**src/rtl/ones_count_arbiter.sv**
```systemverilog
// Round-robin arbiter that lends one serial ones-counter to NREQ requesters.
// Each granted session counts SESSION_LEN bits, then reports the count and an all-ones flag.
module ones_count_arbiter #(
  parameter int NREQ        = 4,
  parameter int SESSION_LEN = 8,
  parameter int CNT_W       = 2,
  parameter int ID_W        = 2
) (
  input  logic             clk,
  input  logic             rst,
  input  logic [NREQ-1:0]  req,
  input  logic [NREQ-1:0]  x_in,
  output logic [NREQ-1:0]  grant,
  output logic             busy,
  output logic             done,
  output logic [ID_W-1:0]  done_id,
  output logic [CNT_W-1:0] cnt_out,
  output logic             y_out
);

  localparam int BC_W = $clog2(SESSION_LEN + 1);
  localparam logic [BC_W-1:0] LAST_BIT = BC_W'(SESSION_LEN - 1);

  typedef enum logic [1:0] {
    IDLE,
    RUN,
    REPORT
  } state_t;

  state_t           r_state;
  logic [ID_W-1:0]  r_ptr;
  logic [ID_W-1:0]  r_sel;
  logic [NREQ-1:0]  r_grant;
  logic [CNT_W-1:0] r_cnt;
  logic [BC_W-1:0]  r_bits;
  logic             r_busy;
  logic             r_done;
  logic [ID_W-1:0]  r_done_id;
  logic [CNT_W-1:0] r_cnt_out;
  logic             r_y;

  state_t           w_state_nx;
  logic [ID_W-1:0]  w_ptr_nx;
  logic [ID_W-1:0]  w_sel_nx;
  logic [NREQ-1:0]  w_grant_nx;
  logic [CNT_W-1:0] w_cnt_nx;
  logic [BC_W-1:0]  w_bits_nx;
  logic             w_done_nx;
  logic [ID_W-1:0]  w_done_id_nx;
  logic [CNT_W-1:0] w_cnt_out_nx;
  logic             w_y_nx;

  logic             w_found;
  logic             w_found_hi;
  logic [ID_W-1:0]  w_pick_lo;
  logic [ID_W-1:0]  w_pick_hi;
  logic [ID_W-1:0]  w_pick;
  logic [CNT_W-1:0] w_sum;

  // Wrapped search: lowest requester at or above the pointer wins, else lowest overall.
  always_comb begin
    w_found    = 1'b0;
    w_found_hi = 1'b0;
    w_pick_lo  = '0;
    w_pick_hi  = '0;
    for (int unsigned j = 0; j < NREQ; j++) begin
      if (req[j] && !w_found) begin
        w_pick_lo = ID_W'(j);
        w_found   = 1'b1;
      end
      if (req[j] && (j >= 32'(r_ptr)) && !w_found_hi) begin
        w_pick_hi  = ID_W'(j);
        w_found_hi = 1'b1;
      end
    end
    w_pick = w_found_hi ? w_pick_hi : w_pick_lo;
  end

  assign w_sum = r_cnt + CNT_W'(x_in[r_sel]);

  always_comb begin
    w_state_nx   = r_state;
    w_ptr_nx     = r_ptr;
    w_sel_nx     = r_sel;
    w_grant_nx   = r_grant;
    w_cnt_nx     = r_cnt;
    w_bits_nx    = r_bits;
    w_done_nx    = 1'b0;
    w_done_id_nx = r_done_id;
    w_cnt_out_nx = r_cnt_out;
    w_y_nx       = r_y;
    case (r_state)
      IDLE: begin
        if (w_found) begin
          w_state_nx = RUN;
          w_sel_nx   = w_pick;
          w_grant_nx = NREQ'(1) << w_pick;
          w_cnt_nx   = '0;
          w_bits_nx  = '0;
          w_ptr_nx   = (w_pick == ID_W'(NREQ - 1)) ? '0 : w_pick + ID_W'(1);
        end
      end
      RUN: begin
        if (!req[r_sel]) begin
          // Abort wins over a final bit on the same edge; results are left untouched.
          w_state_nx = IDLE;
          w_grant_nx = '0;
        end else begin
          w_cnt_nx  = w_sum;
          w_bits_nx = r_bits + BC_W'(1);
          if (r_bits == LAST_BIT) begin
            w_state_nx   = REPORT;
            w_grant_nx   = '0;
            w_done_nx    = 1'b1;
            w_done_id_nx = r_sel;
            w_cnt_out_nx = w_sum;
            w_y_nx       = &w_sum;
          end
        end
      end
      REPORT: begin
        w_state_nx = IDLE;
      end
      default: begin
        w_state_nx = IDLE;
        w_grant_nx = '0;
      end
    endcase
  end

  always_ff @(posedge clk or negedge rst) begin
    if (!rst) begin
      r_state   <= IDLE;
      r_ptr     <= '0;
      r_sel     <= '0;
      r_grant   <= '0;
      r_cnt     <= '0;
      r_bits    <= '0;
      r_busy    <= 1'b0;
      r_done    <= 1'b0;
      r_done_id <= '0;
      r_cnt_out <= '0;
      r_y       <= 1'b0;
    end else begin
      r_state   <= w_state_nx;
      r_ptr     <= w_ptr_nx;
      r_sel     <= w_sel_nx;
      r_grant   <= w_grant_nx;
      r_cnt     <= w_cnt_nx;
      r_bits    <= w_bits_nx;
      r_busy    <= (w_state_nx != IDLE);
      r_done    <= w_done_nx;
      r_done_id <= w_done_id_nx;
      r_cnt_out <= w_cnt_out_nx;
      r_y       <= w_y_nx;
    end
  end

  assign grant   = r_grant;
  assign busy    = r_busy;
  assign done    = r_done;
  assign done_id = r_done_id;
  assign cnt_out = r_cnt_out;
  assign y_out   = r_y;

endmodule

```
**config.mk**
```make
export PLATFORM = sky130hd
export DESIGN_NAME = ones_count_arbiter
export DESIGN_NICKNAME = d
export VERILOG_FILES = /design/src/rtl/ones_count_arbiter.sv
export SDC_FILE = /design/constraint.sdc
export NUM_CORES = 1
export LEC_CHECK = 0
export ABC_AREA = 1
export CAP_MARGIN = 20
export CORE_ASPECT_RATIO = 1.25
export CORE_MARGIN = 3
export CORE_UTILIZATION = 51
export DETAILED_ROUTE_END_ITERATION = 16
export HOLD_SLACK_MARGIN = 0.06
export MAX_ROUTING_LAYER = met4
export PLACE_DENSITY = 0.82
export SLEW_MARGIN = 5
export SYNTH_ARGS = -nofsm -noshare
export SYNTH_HDL_FRONTEND = slang
export SYNTH_SLANG_ARGS = --single-unit
```
**constraint.sdc**
```tcl
create_clock -name clk -period 1.8 [get_ports clk]
set_input_delay 0.36 -clock clk [delete_from_list [all_inputs] [get_ports clk]]
set_output_delay 0.36 -clock clk [all_outputs]
set_load 0.1 [all_outputs]
```
==> results.sh, run 1 <==
export IMPL_outcome="complete, no violations"
export IMPL_placedInstanceArea_mm2=0.00162
export IMPL_grt_busiest_layer="met2"
export IMPL_first_iter_violations=21
export IMPL_hp_class="in2async"
export IMPL_final_antenna_net_count=0
export IMPL_synthArstFlopShare=1.00
export IMPL_setup_slack_ns=0.134
export IMPL_synth_seq_cells=23
export IMPL_cts_hold_buffers=0
export IMPL_cts_root_buf="clkbuf_4"
export IMPL_totalNegativeSetupSlack_ns=0
export IMPL_cts_clk_slew_worst_paths_ns=0.13
export IMPL_gp_congestion=0.799
export IMPL_post_route_period_util=0.925
export IMPL_layout_min_cycle_time_ns=1.67
export IMPL_p_per_area_mw_per_mm2=1720
export IMPL_layout_drive_gt1_share=0.219
export IMPL_number_of_flops_mapped_to_enable_cells_by_yosys=0
export IMPL_critical_path_required_ns=2.06
export IMPL_clock_fmax_ghz=0.600
export IMPL_post_synthesis_cell_area_mm2=0.00122
export IMPL_rows=19
export IMPL_finish_utilization=0.744
export IMPL_die_footprint_mm2=0.00302
export IMPL_synthesis_nets=162
export IMPL_die_h_um=60.7
export IMPL_layout_nets=195
export IMPL_timing_critical_path_fanout_max=3
export IMPL_clkSinkCount=23
export IMPL_postSynthAreaPerCell_um2=8.36
export IMPL_final_cell_area_mm2=0.00166
export IMPL_grt_setup_unrepaired="false"
export IMPL_ys_top_cells_by_count="nand2_1, dfrtp_1, inv_1"
export IMPL_timing_critical_path_from_type="input port"
export IMPL_ios=21
export IMPL_die_width_um=49.7
export IMPL_grt_util_met1=0.204
export IMPL_core_area_mm2=0.00223
export IMPL_met2_usage=0.372
export IMPL_crit_path_end_kind="register"
export IMPL_number_of_antenna_violations_at_the_first_check_in_global_routing=0
export IMPL_worstSkewPairLatency_ns=0.31
export IMPL_cts_inserted_buffers=3
export IMPL_detail_route_drc_violations=0
export IMPL_globalRouteOverflowTotal=0
export IMPL_detailroute_via_count=1077
export IMPL_grtUsageMet3=0.0270
export IMPL_grt_first_pass_wirelength_um=4310
export IMPL_post_drt_wl_per_cell_um=12.4
export IMPL_timing_clock_skew_ns=0.00454
export IMPL_data_arrival_at_the_endpoint_of_the_critical_path_ns=1.93
export IMPL_slew_limit_headroom=0.801
export IMPL_final_max_slew_viol_count=0
export IMPL_pin_count_of_the_biggest_net_entering_global_routing=24
export IMPL_path_class="in2reg"
export IMPL_yosys_cell_types_count=21
export IMPL_yosysWarningCount=0
export IMPL_setup_viol=0
export IMPL_synth_instances=146
export IMPL_max_clock_path_buffers=2
export IMPL_leakage_power_summed_over_all_cells_nw=0.872
export IMPL_most_common_cell_in_the_netlist="nand2_1"
export IMPL_cap_viol_max_count=0
export IMPL_vdd_ir_drop_worst_v=0.00117
export IMPL_groute_usage_overall=0.196
export IMPL_synth_top_cells_by_area="dfrtp_1, nand2_1, inv_1"
export IMPL_dr_pass1_iters=4
export IMPL_io_buffer_count=20
export IMPL_area_growth_pct=36.2
export IMPL_post_place_cells=204
export IMPL_seq_area_frac_synth=0.472
export IMPL_synth_area_leader_cell="dfrtp_1"
export IMPL_detailedPlace_worstSlack_ns=-0.268
export IMPL_hold_viol=0
export IMPL_antenna_cells_inserted=0
export IMPL_routed_via_density=5.15
export IMPL_cts_max_level=1
export IMPL_tightest_slew_ns=0.299
export IMPL_synth_top_cell_area_share=0.472
export IMPL_tritoncts_clock_tree="yes"
export IMPL_floorplan_initialDensity=0.546
export IMPL_detailed_place_hpwl_um=1990
export IMPL_route_final_wire_length_um=2590
export IMPL_synthFlopType="dfrtp_1"
export IMPL_layout_cells_non_filler=209
export IMPL_number_of_global_route_vias_before_repair=1030
through the flow:
stage	power, mW	hold WS [ns]
global placement	2.52	0.502
detailed placement	2.60	0.513
global route	3.04	0.392
finish	2.86	0.378
CTS	2.85	0.389
floorplan	1.99	0.0644
worst max-delay path, stage by stage:
cell             delay, ns
clkdlybuf4s50_1       0.47
inv_1                 0.06
o21ai_1               0.13
nand2_1               0.08
a21oi_2               0.20
buf_4                 0.15
ha_1                  0.14
inv_1                 0.04
nor2_1                0.12
nand3_1               0.10
nand2_1               0.07
final cells by class:
cell class                 count  area [um^2]
sequential                    23          576
fill                         184          573
multi-input combinational     99          552
timing repair buffer          30          385
inverter                      22         82.6
tap                           31         38.8
clock buffer                   3         22.5
clock inverter                 1         5.00
path summary, 6_finish.rpt:
check | startpoint | end | slack [ns] | cells past startpoint
worst min-delay path | rst | cnt_out[0]$_DFFE_PN0P_ | 0.38 | 2
min in group clk | r_bits[1]$_DFFE_PN0P_ | r_bits[1]$_DFFE_PN0P_ | 0.55 | 2
worst max-delay path | req[1] | grant[1]$_DFFE_PN0P_ | 0.13 | 11
worst min register to register | r_bits[1]$_DFFE_PN0P_ | r_bits[1]$_DFFE_PN0P_ | 0.55 | 2
max in group asynchronous | rst | grant[0]$_DFFE_PN0P_ | 1.19 | 2
worst max register to register | r_sel[1]$_DFFE_PN0P_ | r_cnt[1]$_DFFE_PN0P_ | 0.19 | 7
sequential cells by signal, indices dropped and copies added, names as in the netlist:
signal,count
grant,4
r_bits,4
cnt_out,2
done_id,2
r_cnt,2
r_ptr,2
r_sel,2
r_state,2
busy,1
done,1
y_out,1
cell families (layout without fill, tap and decap cells):
kind of cell | count (synthesis) | in the layout | synth area share
fa+ha+maj | 6 | 6 | 0.0615
compound gates | 19 | 19 | 0.0903
xor+xnor | 2 | 2 | 0.0144
flops | 23 | 23 | 0.472
buf+inv | 24 | 56 | 0.0831
simple gates | 72 | 72 | 0.279
placed cells by master, fill, tap and decap left out, types with 2 or more instances in the layout:
cell / n
a21oi_1: 2
buf_12: 11
buf_4: 10
clkbuf_4: 3
clkdlybuf4s50_1: 9
dfrtp_1: 23
ha_1: 6
inv_1: 21
nand2_1: 37
nand2_2: 3
nand3_1: 14
nand3_2: 3
nor2_1: 11
o21ai_0: 8
o21ai_1: 3
o21ai_2: 3
xor2_1: 2
what timing repair did:
action | in CTS | in global routing
gates resized for setup | 0 | 3
endpoints found under the setup margin | 0 | 3
buffers inserted | 0 | 1
routing by layer:
metal	wire length, um	part of all wire
met5	0	0
met4	40	0.015
met3	76	0.029
met2	1480	0.57
met1	993	0.38
report_power, final:
group	internal, mW	switching [mW]	total, mW	leakage [nW]
Sequential	0.694	0.181	0.874	0.302
Combinational	0.608	1.14	1.75	0.551
Clock	0.0832	0.156	0.239	0.0177
Total	1.39	1.48	2.86	0.872
Note: power is estimated with default switching activity, not from simulation.
==> inputs of run 2 (changes only) <==
- CTS_CLUSTER_SIZE: default -> 40
- HOLD_SLACK_MARGIN: 0.06 -> 0.03
==> results of run 2 <==
Same layout as run 1: the final DEF is identical, and so are final timing and power.
==> inputs of run 3 (changes only) <==
- clock period: 1.8 -> 1.6 ns (I/O delays scaled with it)
==> run 3 against run 2 <==
Clock power rose by 16%. Wire length rose by 17%. Via count is 4.4% higher. Sequential power grew 14%. Critical path depth shrank 4. Setup slack got worse by 0.12 ns. Largest power group unchanged. Highest routed layer unchanged.
==> results.sh, run 3 (synthesis results as in run 1) <==
export IMPL_p_per_area_mw_per_mm2=1960
export IMPL_layout_min_cycle_time_ns=1.58
export IMPL_cap_viol_max_count=0
export IMPL_grtUsageMet3=0.0344
export IMPL_layout_commonest_cell="nand2_1"
export IMPL_grt_busiest_layer="met2"
export IMPL_cts_inserted_buffers=3
export IMPL_route_final_wire_length_um=3010
export IMPL_ios=21
export IMPL_detail_route_drc_violations=0
export IMPL_final_cell_area_mm2=0.00171
export IMPL_clkSinkCount=23
export IMPL_die_width_um=49.7
export IMPL_cts_hold_buffers=0
export IMPL_outcome="complete, no violations"
export IMPL_clock_fmax_ghz=0.631
export IMPL_hold_viol=0
export IMPL_final_antenna_net_count=0
export IMPL_post_drt_wl_per_cell_um=14.2
export IMPL_pin_count_of_the_biggest_net_entering_global_routing=24
export IMPL_path_class="reg2reg"
export IMPL_worst_setup_path_startpoint="r_ptr[1]$_DFFE_PN0P_"
export IMPL_vdd_ir_drop_worst_v=0.00132
export IMPL_worstSkewPairLatency_ns=0.32
export IMPL_reg2reg_from="r_ptr[1]$_DFFE_PN0P_"
export IMPL_number_of_global_route_vias_before_repair=1134
export IMPL_cts_clk_slew_worst_paths_ns=0.12
export IMPL_fillCellCount=168
export IMPL_detailed_place_hpwl_um=2170
export IMPL_groute_usage_overall=0.209
export IMPL_core_area_mm2=0.00223
export IMPL_globalRouteOverflowTotal=0
export IMPL_gp_congestion=0.801
export IMPL_timing_critical_path_fanout_max=4
export IMPL_layout_drive_gt1_share=0.260
export IMPL_cts_root_buf="clkbuf_4"
export IMPL_first_iter_violations=35
export IMPL_cts_max_level=1
export IMPL_finish_utilization=0.763
export IMPL_number_of_antenna_violations_at_the_first_check_in_global_routing=0
export IMPL_floorplan_initialDensity=0.546
export IMPL_post_route_period_util=0.990
export IMPL_layout_nets=198
export IMPL_timing_critical_path_from_type="register"
export IMPL_dr_pass1_iters=4
export IMPL_rows=19
export IMPL_timing_clock_skew_ns=0.00128
export IMPL_crit_path_end_kind="register"
export IMPL_io_buffer_count=20
export IMPL_critical_path_required_ns=1.83
export IMPL_placedInstanceArea_mm2=0.00163
export IMPL_tritoncts_clock_tree="yes"
export IMPL_setup_viol=0
export IMPL_final_max_slew_viol_count=0
export IMPL_tightest_slew_ns=0.288
export IMPL_die_footprint_mm2=0.00302
export IMPL_die_h_um=60.7
export IMPL_max_clock_path_buffers=2
export IMPL_layout_cells_most_common_list="nand2_1, inv_1, dfrtp_1, nand3_1, buf_4"
export IMPL_detailroute_via_count=1124
export IMPL_leakage_power_summed_over_all_cells_nw=0.905
export IMPL_grt_util_met1=0.210
export IMPL_grt_first_pass_wirelength_um=4600
export IMPL_slew_limit_headroom=0.808
export IMPL_hp_class="in2async"
export IMPL_data_arrival_at_the_endpoint_of_the_critical_path_ns=1.81
export IMPL_area_growth_pct=39.8
export IMPL_met2_usage=0.380
export IMPL_hold_ws_ns=0.328
export IMPL_antenna_cells_inserted=0
export IMPL_routed_via_density=5.30
[run 3: changes by cell type in the layout (fill, tap and decap cells not counted), moves of 2 or more]
cell / delta
nand2_1: -2
dfrtp_1: -2
buf_4: +3
nand2_2: +2
dlymetal6s2s_1: +2
clkdlybuf4s50_1: -2
dfrtp_2: +2
[run 3: what timing repair did]
action                     4_1_cts  5_1_grt
setup buffers                    0        3
cloned                           0        0
pin swaps                        0        7
setup endpoints to repair        2        7
gates resized for setup          2        9
[run 3: layout make-up]
type	instances	area, um^2	share of cell area
Multi-Input combinational cell	99	566	0.332
Clock buffer	3	22.5	0.0132
Clock inverter	1	5.00	0.00293
Inverter	22	82.6	0.0484
Sequential cell	23	578	0.339
Tap cell	31	38.8	0.0227
Timing Repair Buffer	33	413	0.242
[run 3: report_power, final]
group	internal [mW]	total, mW	switching, mW
logic	0.718	2.07	1.35
registers	0.786	0.999	0.213
clock network	0.0940	0.278	0.184
total	1.60	3.34	1.75
[run 3: metal layers]
metal  up-vias  part of all wire
met4         0             0.031
met2        28              0.58
met5         -                 0
met1       558              0.36
li1        527                 -
met3        11             0.030
[run 3: stage by stage]
stage	std cells	setup slack [ns]	total power, mW	TNS (ns)
floorplan	146	0.207	2.24	0
CTS	209	0.00250	3.23	0
finish	212	0.0164	3.34	0
global route	212	-0.0449	3.53	-0.153
detailed placement	205	-0.371	2.94	-4.10
global placement	205	-0.259	2.84	-2.73
[run 3: final timing paths]
path | end | slack [ns] | cells past startpoint
max | r_ptr[1]$_DFFE_PN0P_ | 0.02 | 7
min | done$_DFF_PN0_ | 0.33 | 2
max reg2reg | r_ptr[1]$_DFFE_PN0P_ | 0.02 | 7
min reg2reg | grant[2]$_DFFE_PN0P_ | 0.55 | 2
max in group asynchronous | r_ptr[1]$_DFFE_PN0P_ | 1.03 | 2
min in group clk | grant[2]$_DFFE_PN0P_ | 0.55 | 2
[run 3: worst max-delay path: stages, from the launching register on]
cell and delay, ns:
dfrtp_2 0.46, nor3_4 0.20, a21oi_1 0.07, nand2_1 0.14
inv_1 0.10, ha_1 0.31, nor2_1 0.14, a21oi_1 0.05
